==> src/rtl/bus_arb4_pkg.sv <==
// Shared types, widths and the round-robin pick for the 4-way bus arbiter.
package bus_arb4_pkg;

    localparam int unsigned N_REQ         = 4;
    localparam int unsigned DATA_W        = 16;
    localparam int unsigned SEL_W         = 2;
    localparam int unsigned CNT_W         = 4;
    localparam int unsigned MAX_BURST_DEF = 4;

    typedef enum logic {
        IDLE  = 1'b0,
        GRANT = 1'b1
    } state_t;

    // First set request bit scanning ptr, ptr+1, ... modulo 4.
    function automatic logic [SEL_W-1:0] rr_pick(input logic [N_REQ-1:0] req,
                                                  input logic [SEL_W-1:0] ptr);
        logic [SEL_W-1:0] idx;
        rr_pick = ptr;
        for (int i = N_REQ - 1; i >= 0; i--) begin
            idx = ptr + SEL_W'(i);
            if (req[idx]) rr_pick = idx;
        end
    endfunction

endpackage

==> src/rtl/bus_arb4_mux16_4.sv <==
// 4:1 mux of 16-bit words; the arbiter's shared datapath.
module mux16_4
    import bus_arb4_pkg::*;
(
    input  logic [DATA_W-1:0] in0,
    input  logic [DATA_W-1:0] in1,
    input  logic [DATA_W-1:0] in2,
    input  logic [DATA_W-1:0] in3,
    input  logic [SEL_W-1:0]  sel,
    output logic [DATA_W-1:0] out
);

    always_comb begin
        unique case (sel)
            2'd0:    out = in0;
            2'd1:    out = in1;
            2'd2:    out = in2;
            default: out = in3;
        endcase
    end

endmodule

==> src/rtl/bus_arb4.sv <==
// Round-robin arbiter for four requesters sharing a 16-bit mux, with a
// valid/ready consumer port and a per-grant burst limit.
module bus_arb4
    import bus_arb4_pkg::*;
#(
    parameter int unsigned MAX_BURST = MAX_BURST_DEF
) (
    input  logic              clk,
    input  logic              rst,
    input  logic [N_REQ-1:0]  req,
    input  logic [DATA_W-1:0] in0,
    input  logic [DATA_W-1:0] in1,
    input  logic [DATA_W-1:0] in2,
    input  logic [DATA_W-1:0] in3,
    input  logic              ready,
    output logic [N_REQ-1:0]  gnt,
    output logic [SEL_W-1:0]  sel,
    output logic [DATA_W-1:0] out,
    output logic              valid
);

    localparam logic [CNT_W-1:0] CNT_LAST = CNT_W'(MAX_BURST - 1);

    state_t           state, state_n;
    logic [SEL_W-1:0] ptr, ptr_n;
    logic [CNT_W-1:0] cnt, cnt_n;
    logic [N_REQ-1:0] gnt_n;
    logic [SEL_W-1:0] sel_n;
    logic [SEL_W-1:0] winner;
    logic             xfer;
    logic             others;

    // Owner data is valid only while the owner still requests.
    assign valid  = (state == GRANT) && req[sel];
    assign xfer   = valid && ready;
    assign others = |(req & ~gnt);
    assign winner = rr_pick(req, ptr);

    always_ff @(posedge clk) begin
        if (rst) begin
            state <= IDLE;
            ptr   <= '0;
            cnt   <= '0;
            gnt   <= '0;
            sel   <= '0;
        end else begin
            state <= state_n;
            ptr   <= ptr_n;
            cnt   <= cnt_n;
            gnt   <= gnt_n;
            sel   <= sel_n;
        end
    end

    always_comb begin
        state_n = state;
        ptr_n   = ptr;
        cnt_n   = cnt;
        gnt_n   = gnt;
        sel_n   = sel;
        unique case (state)
            IDLE: begin
                gnt_n = '0;
                if (|req) begin
                    gnt_n   = N_REQ'(1) << winner;
                    sel_n   = winner;
                    cnt_n   = '0;
                    state_n = GRANT;
                end
            end
            default: begin
                // Owner dropping its request wins over the burst limit.
                if (!req[sel] || (xfer && (cnt == CNT_LAST) && others)) begin
                    ptr_n   = sel + SEL_W'(1);
                    gnt_n   = '0;
                    cnt_n   = '0;
                    state_n = IDLE;
                end else if (xfer) begin
                    cnt_n = (cnt == CNT_LAST) ? '0 : cnt + CNT_W'(1);
                end
            end
        endcase
    end

    mux16_4 u_mux (
        .in0 (in0),
        .in1 (in1),
        .in2 (in2),
        .in3 (in3),
        .sel (sel),
        .out (out)
    );

endmodule

==> config.mk <==
export PLATFORM = sky130hd
export DESIGN_NAME = bus_arb4
export DESIGN_NICKNAME = d
export VERILOG_FILES = /design/src/rtl/bus_arb4_pkg.sv /design/src/rtl/bus_arb4_mux16_4.sv /design/src/rtl/bus_arb4.sv
export SDC_FILE = /design/constraint.sdc
export NUM_CORES = 1
export LEC_CHECK = 0
export ABC_AREA = 1
export CAP_MARGIN = 20
export CORE_AREA = 5 5 52 99
export CTS_CLUSTER_DIAMETER = 100
export DETAILED_ROUTE_END_ITERATION = 8
export DIE_AREA = 0 0 57 104
export GPL_ROUTABILITY_DRIVEN = 1
export PLACE_DENSITY_LB_ADDON = 0.12
export SETUP_SLACK_MARGIN = 0.2
export SYNTH_ARGS = -nofsm -noshare
export SYNTH_HDL_FRONTEND = slang
export SYNTH_SLANG_ARGS = --single-unit
==> constraint.sdc <==
create_clock -name clk -period 1.7 [get_ports clk]
set_clock_uncertainty 0.15 [all_clocks]
set_input_delay 0.34 -clock clk [delete_from_list [all_inputs] [get_ports clk]]
set_output_delay 0.34 -clock clk [all_outputs]
set_load 0.02 [all_outputs]
; Word level (Yosys, flattened, before mapping)
; Index checks and enable logic that the tools add are counted.
[classes]
n_addsub = 5
magnitude_cmp = 5
eq_ne = 5
shifts = 1
mux = 26
n_bitwise = 3
reduce_logical = 13
[op_table]
columns = op, n
row1 = 16-bit one-hot mux with 3 select lines, 1
row2 = 4-bit 2-to-1 mux, 8
row3 = 2-bit by 3-bit less-than comparator with 1-bit output (second input constant), 5
row4 = 1-bit binary-select mux with 2-bit select, 5
row5 = 1-bit 2-to-1 mux, 8
row6 = 2-bit 2-to-1 mux, 4
row7 = 4-bit OR reduction, 2
row8 = 2-bit AND reduction, 3
row9 = 2-bit by 1-bit adder with 2-bit output (second input constant), 2
row10 = 2-bit adder (second input constant), 2
row11 = 4-bit by 1-bit adder with 4-bit output (second input constant), 1
row12 = 4-bit AND, 1
row13 = 4-bit by 2-bit equality test with 1-bit output (second input constant), 1
row14 = 1-bit logical AND, 4
row15 = 4-bit inverter, 1
row16 = 1-bit by 2-bit left shift with 4-bit output (first input constant), 1
row17 = 3-bit by 1-bit != test with 1-bit output (second input constant), 1
row18 = 2-bit by 1-bit equality test with 1-bit output (second input constant), 1
row19 = 2-bit equality test (second input constant), 1
row20 = 2-bit logical NOT, 1
row21 = 2-bit by 1-bit != test with 1-bit output (second input constant), 1
row22 = 2-bit nonzero test, 1
row23 = 1-bit logical NOT, 1
row24 = 1-bit logical OR, 1
row25 = 1-bit inverter, 1
[totals]
ff_bits = 13
in_bits = 71
out_inout_bits = 23
word_cells = 63

; Depth between registers and ports, before layout
[depth]
depth_word = 10
depth_mapped = 12
mapped_depth_nobuf = 12

; Cells and area by module
; Synthesis repeated with hierarchy kept, for this count alone.
[hier_totals]
hier_cells = 238
hier_area_um2 = 1451.4
[modules_own_cells]
columns = module, instances, cells_per_inst, area_per_inst_um2, seq_area_each_um2
row1 = bus_arb4, 1, 144, 927.1, 260.2
row2 = mux16_4, 1, 94, 524.3, 0.0

; Worst setup path before layout
; Ideal clock, no wire load.
[synth_path]
path_type = reg-to-output
startpoint = reg sel[0]
endpoint = out out[13]
arrival_ns = 1.770
t_required_ns = 1.210
slack_ns = -0.560
stages_incl_launch_ff = 7
path_buffers = 2
cell_sequence = dfxtp_1 ha_1 clkbuf_1 buf_2 a22o_1 a21oi_1 o21ai_0
[synth_between]
elab_chain_len = 2
word_cells_on_any_way = 4
classes_between = 2 x eq/ne / 1 x mux / 1 x reduce/logical
[synth_rtl]
columns = item, line_no
row1 = "start, declared", bus_arb4.sv:17  ; output logic [SEL_W-1:0] sel,
row2 = "start signal, assigned", bus_arb4.sv:51  ; sel <= sel_n;
row3 = 2-bit equality test (tied with other cells), bus_arb4_mux16_4.sv:14  ; unique case (sel)
row4 = 16-bit one-hot mux with 3 select lines *, bus_arb4_mux16_4.sv:14
row5 = "end, declared", bus_arb4.sv:18  ; output logic [DATA_W-1:0] out,
; Every way passes the cells marked *; elsewhere a longest branch is shown, timed or not.

; Worst setup path after layout
[layout_path]
startpoint = reg sel[0]
endpoint = out out[14]
; The elaborated chain is that of the path after synthesis.

==> results_tabular.tex <==
\begin{tabular}{lr}
\hline
Metric & Value \\
\hline
\multicolumn{2}{l}{\textbf{STA}} \\
Hold violation total from the final report & 0 \\
Relative max-transition margin & 74.2\% \\
Fmax & 496 MHz \\
Setup ws final & -0.317 ns \\
Slew at the pin closest to its max-slew limit & 0.387 ns \\
Max Transition Viols Final & 0 \\
Min Tclk post-route & 2.02 ns \\
Number of setup violations in the final report & 23 \\
RSZ-0062 raised after global routing & true \\
Minimum hold slack & 0.347 ns \\
Post-route fraction of the period consumed by the critical path & 119\% \\
\multicolumn{2}{l}{\textbf{Setup path}} \\
Worst path required time & 1.21 ns \\
Kind of launch point of the worst setup path & flip-flop \\
Register-to-Register Path Depth & 13 \\
Critical path class & flip-flop to output pin \\
CP Data Arrival Time & 1.53 ns \\
Slowest stage cell, crit path & sky130\_fd\_sc\_hd\_\_dfxtp\_4 \\
Top fanout value on the critical path & 16 \\
Crit path largest cell delay & 0.40 ns \\
Worst reg2reg endpoint & gnt[0] \\
Crit-path cells & inv\_4 > ha\_4 > a22o\_1 > a21oi\_2 > o21ai\_2 > buf\_2 \\
Critical path endpoint category & output pin \\
Slack of the worst reg-to-reg path & -0.09 ns \\
Origin of the critical flop-to-flop path & sel[0] \\
\multicolumn{2}{l}{\textbf{Global route}} \\
Global router's overall resource usage & 20.4\% \\
Global route overflow & 0 \\
Global-route wire length before repair & 9.67 mm \\
Vias in the first global route & 2039 \\
Largest net degree at the start of global routing & 33 \\
Initial antenna violation count & 0 \\
\multicolumn{2}{l}{\textbf{CTS}} \\
CTS tree & yes \\
Clk sink count & 13 \\
Inserted Clock Buffers & 3 \\
Hold buffer count at cts & 0 \\
CTS Root Buffer Type & sky130\_fd\_sc\_hd\_\_clkbuf\_8 \\
Buffer levels on the longest clock path & 2 \\
CTS H-tree depth & 1 \\
Reg clk slew, reported paths & 0.06 ns \\
Clock latency on the worst-skew pair & 0.25 ns \\
\multicolumn{2}{l}{\textbf{Layout}} \\
Layout overhead on the synthesized area & 136\% \\
Fin nets & 421 \\
Share of final-layout standard cells stronger than drive strength 1 & 48.8\% \\
Final standard cell area without fillers & 3120 um\^{}2 \\
Number of antenna diodes & 0 \\
\multicolumn{2}{l}{\textbf{Route}} \\
Drt first-iter violations & 87 \\
Total iterations of the first detailed-routing run & 4 \\
Vias per cell & 5.16 \\
Total number of vias & 2053 \\
Number of DRC violations after detailed routing & 0 \\
Number of routed nets with antenna violations & 0 \\
Routed wire length per instance & 16.6 um \\
Total wirelength of the detailed-routed design & 6.59 mm \\
\multicolumn{2}{l}{\textbf{Floorplan}} \\
I/O Pins & 94 \\
Die area & 5930 um\^{}2 \\
Initial Utilization & 30.4\% \\
Number of core rows & 34 \\
DIE WIDTH & 57 um \\
Core area & 4340 um\^{}2 \\
Die boundary height & 104 um \\
\multicolumn{2}{l}{\textbf{Pwr}} \\
Combinational group share of total power & 72.8\% \\
Flop pwr share & 16.1\% \\
VDD IR max & 0.000673 V \\
Clock network fraction of total power & 11.2\% \\
Power density over the cells & 842 nW/um\^{}2 \\
Net Sw Power & 1.17 mW \\
Internal power component & 1.46 mW \\
Switch share & 44.4\% \\
Standby leakage power & 1.32 nW \\
\multicolumn{2}{l}{\textbf{Logic synthesis}} \\
Avg Synthesized Cell Area & 5.92 um\^{}2 \\
Synthesized instance count & 223 \\
Number of synthesized register bits & 13 \\
Seq/Total Area, Yosys & 19.7\% \\
Post-synthesis net count & 299 \\
Synthesis warning total & 0 \\
Count of cell types in the netlist & 22 \\
Post-synth design cell area & 1320 um\^{}2 \\
\multicolumn{2}{l}{\textbf{Run}} \\
Count of maximum capacitance violations & 0 \\
\multicolumn{2}{l}{\textbf{Placement}} \\
Worst setup slack before clock tree synthesis & -0.603 ns \\
Routability-driven placement congestion ratio & 0.876 \\
Post-place instance area & 2650 um\^{}2 \\
Detail Placement HPWL & 4.84 mm \\
Port Buffers & 93 \\
\multicolumn{2}{l}{\textbf{Min path}} \\
Worst hold path endpoint & gnt[1] \\
Path category of the worst min-delay check & flip-flop to flip-flop \\
Worst Min Path Start & gnt[1] \\
Number of stages on the worst hold path & 2 \\
\multicolumn{2}{l}{\textbf{Outcome}} \\
Violated checks & setup timing \\
Status & finished, violations left \\
\hline
\end{tabular}
-- cells in the mapped netlist --
master / n / area share (%)
sky130_fd_sc_hd__a21oi_1: 29 / 11
sky130_fd_sc_hd__a22o_1: 16 / 11
sky130_fd_sc_hd__and2_1: 1 / 0.47
sky130_fd_sc_hd__buf_1: 1 / 0.28
sky130_fd_sc_hd__buf_2: 2 / 0.76
sky130_fd_sc_hd__buf_6: 1 / 0.85
sky130_fd_sc_hd__clkbuf_1: 7 / 2.0
sky130_fd_sc_hd__clkinv_2: 1 / 0.38
sky130_fd_sc_hd__dfxtp_1: 13 / 20
sky130_fd_sc_hd__ha_1: 5 / 4.7
sky130_fd_sc_hd__inv_1: 19 / 5.4
sky130_fd_sc_hd__inv_2: 4 / 1.1
sky130_fd_sc_hd__nand2_1: 62 / 18
sky130_fd_sc_hd__nand2_2: 4 / 1.9
sky130_fd_sc_hd__nand3_1: 24 / 9.1
sky130_fd_sc_hd__nand4_1: 2 / 0.95
sky130_fd_sc_hd__nand4_2: 1 / 0.95
sky130_fd_sc_hd__nor2_1: 2 / 0.57
sky130_fd_sc_hd__o211a_1: 1 / 0.76
sky130_fd_sc_hd__o21ai_0: 22 / 8.3
sky130_fd_sc_hd__o21ai_1: 5 / 1.9
sky130_fd_sc_hd__xor2_1: 1 / 0.66
-- layout by cell type, fill, tap and decap left out, types with 4 or more instances in the layout --
master / n
sky130_fd_sc_hd__clkdlybuf4s50_1: 66
sky130_fd_sc_hd__nand2_1: 38
sky130_fd_sc_hd__buf_6: 28
sky130_fd_sc_hd__a21oi_2: 25
sky130_fd_sc_hd__o21ai_2: 21
sky130_fd_sc_hd__nand2_2: 18
sky130_fd_sc_hd__buf_4: 17
sky130_fd_sc_hd__a22o_1: 16
sky130_fd_sc_hd__inv_1: 12
sky130_fd_sc_hd__nand3_2: 11
sky130_fd_sc_hd__nand3_1: 11
sky130_fd_sc_hd__nand2_4: 9
sky130_fd_sc_hd__dfxtp_1: 9
sky130_fd_sc_hd__inv_2: 6
sky130_fd_sc_hd__inv_4: 5
sky130_fd_sc_hd__buf_2: 5
sky130_fd_sc_hd__a21oi_1: 4
sky130_fd_sc_hd__dlygate4sd2_1: 4
sky130_fd_sc_hd__dfxtp_4: 4
-- power by group through the flow --
stage / Clock, mW / Sequential (mW) / Combinational (mW)
after floorplan: 0 / 0.427 / 0.887
after global placement: 0 / 0.406 / 1.59
after detailed placement: 0 / 0.407 / 1.61
after CTS: 0.295 / 0.416 / 1.75
after global routing: 0.310 / 0.428 / 2.03
final: 0.293 / 0.422 / 1.91
-- sequential cells by signal, indices dropped and copies added (netlist names) --
signal and flops:
gnt 4, sel 2, state 1, cnt 4, ptr 2
-- cell families (layout without fill, tap and decap cells) --
kind of cell	after synthesis	after routing	synth area share, %
AOI/OAI and AO/OA	73	73	32.6
xor gates and xnor gates	1	1	0.663
adders and majority gates	5	5	4.73
buffers and inverters	35	156	10.8
DFF	13	13	19.7
and+or+nand+nor	96	96	31.5
-- worst max-delay path: cells and delay by family, from the launching register on --
family | cells | cell delay, ns
AOI/OAI and AO/OA | 3 | 0.44
adders and majority gates | 1 | 0.22
buffers and inverters | 2 | 0.21
DFF | 1 | 0.40
-- worst max-delay path by stage --
stage | start | endpoint | slack, ns | cells after the start
2_1_floorplan | sel[0] | out[14] | -0.10 | 7
3_3_place_gp | req[1] | valid | -0.56 | 8
3_5_place_dp | req[3] | valid | -0.60 | 8
4_1_cts | sel[0] | out[0] | -0.32 | 6
5_1_grt | sel[0] | out[14] | -0.39 | 6
6_report | sel[0] | out[14] | -0.32 | 6
-- per-stage QoR --
stage / setup TNS, ns / util, % / instances / power, mW
after floorplan: -1.11 / - / 223 / 1.31
after global placement: -12.65 / 61.1 / 388 / 2.00
after detailed placement: -13.34 / 61.1 / 388 / 2.01
after CTS: -4.98 / 67.6 / 396 / 2.46
after global routing: -7.07 / 71.9 / 398 / 2.77
final: -5.25 / 71.9 / 398 / 2.63
-- layer usage --
metal	vias to the layer above	track usage (%)	part of all wire (%)
met1	932	19.9	36
li1	1011	-	-
met3	19	4.47	7.1
met2	91	37.5	53
met5	-	0	0
met4	0	11.4	3.3
-- what timing repair did --
| action | CTS | global route |
|---|---|---|
| cloned | 0 | 0 |
| endpoints found under the hold margin | 0 | 0 |
| pin swaps | 24 | 25 |
| setup buffers | 4 | 2 |
| resized for setup | 184 | 47 |
| setup endpoints to repair | 36 | 32 |
-- final cells by class --
cell class              instances  area (um^2)
inverters                      24          104
well taps                      54         67.6
clock buffers                   3         41.3
multi-input cells             175         1350
fillers                       352         1220
clock inverters                 1         5.00
repair buffers                128         1280
flip-flops and latches         13          275
Power figures use the tool's default switching activity.
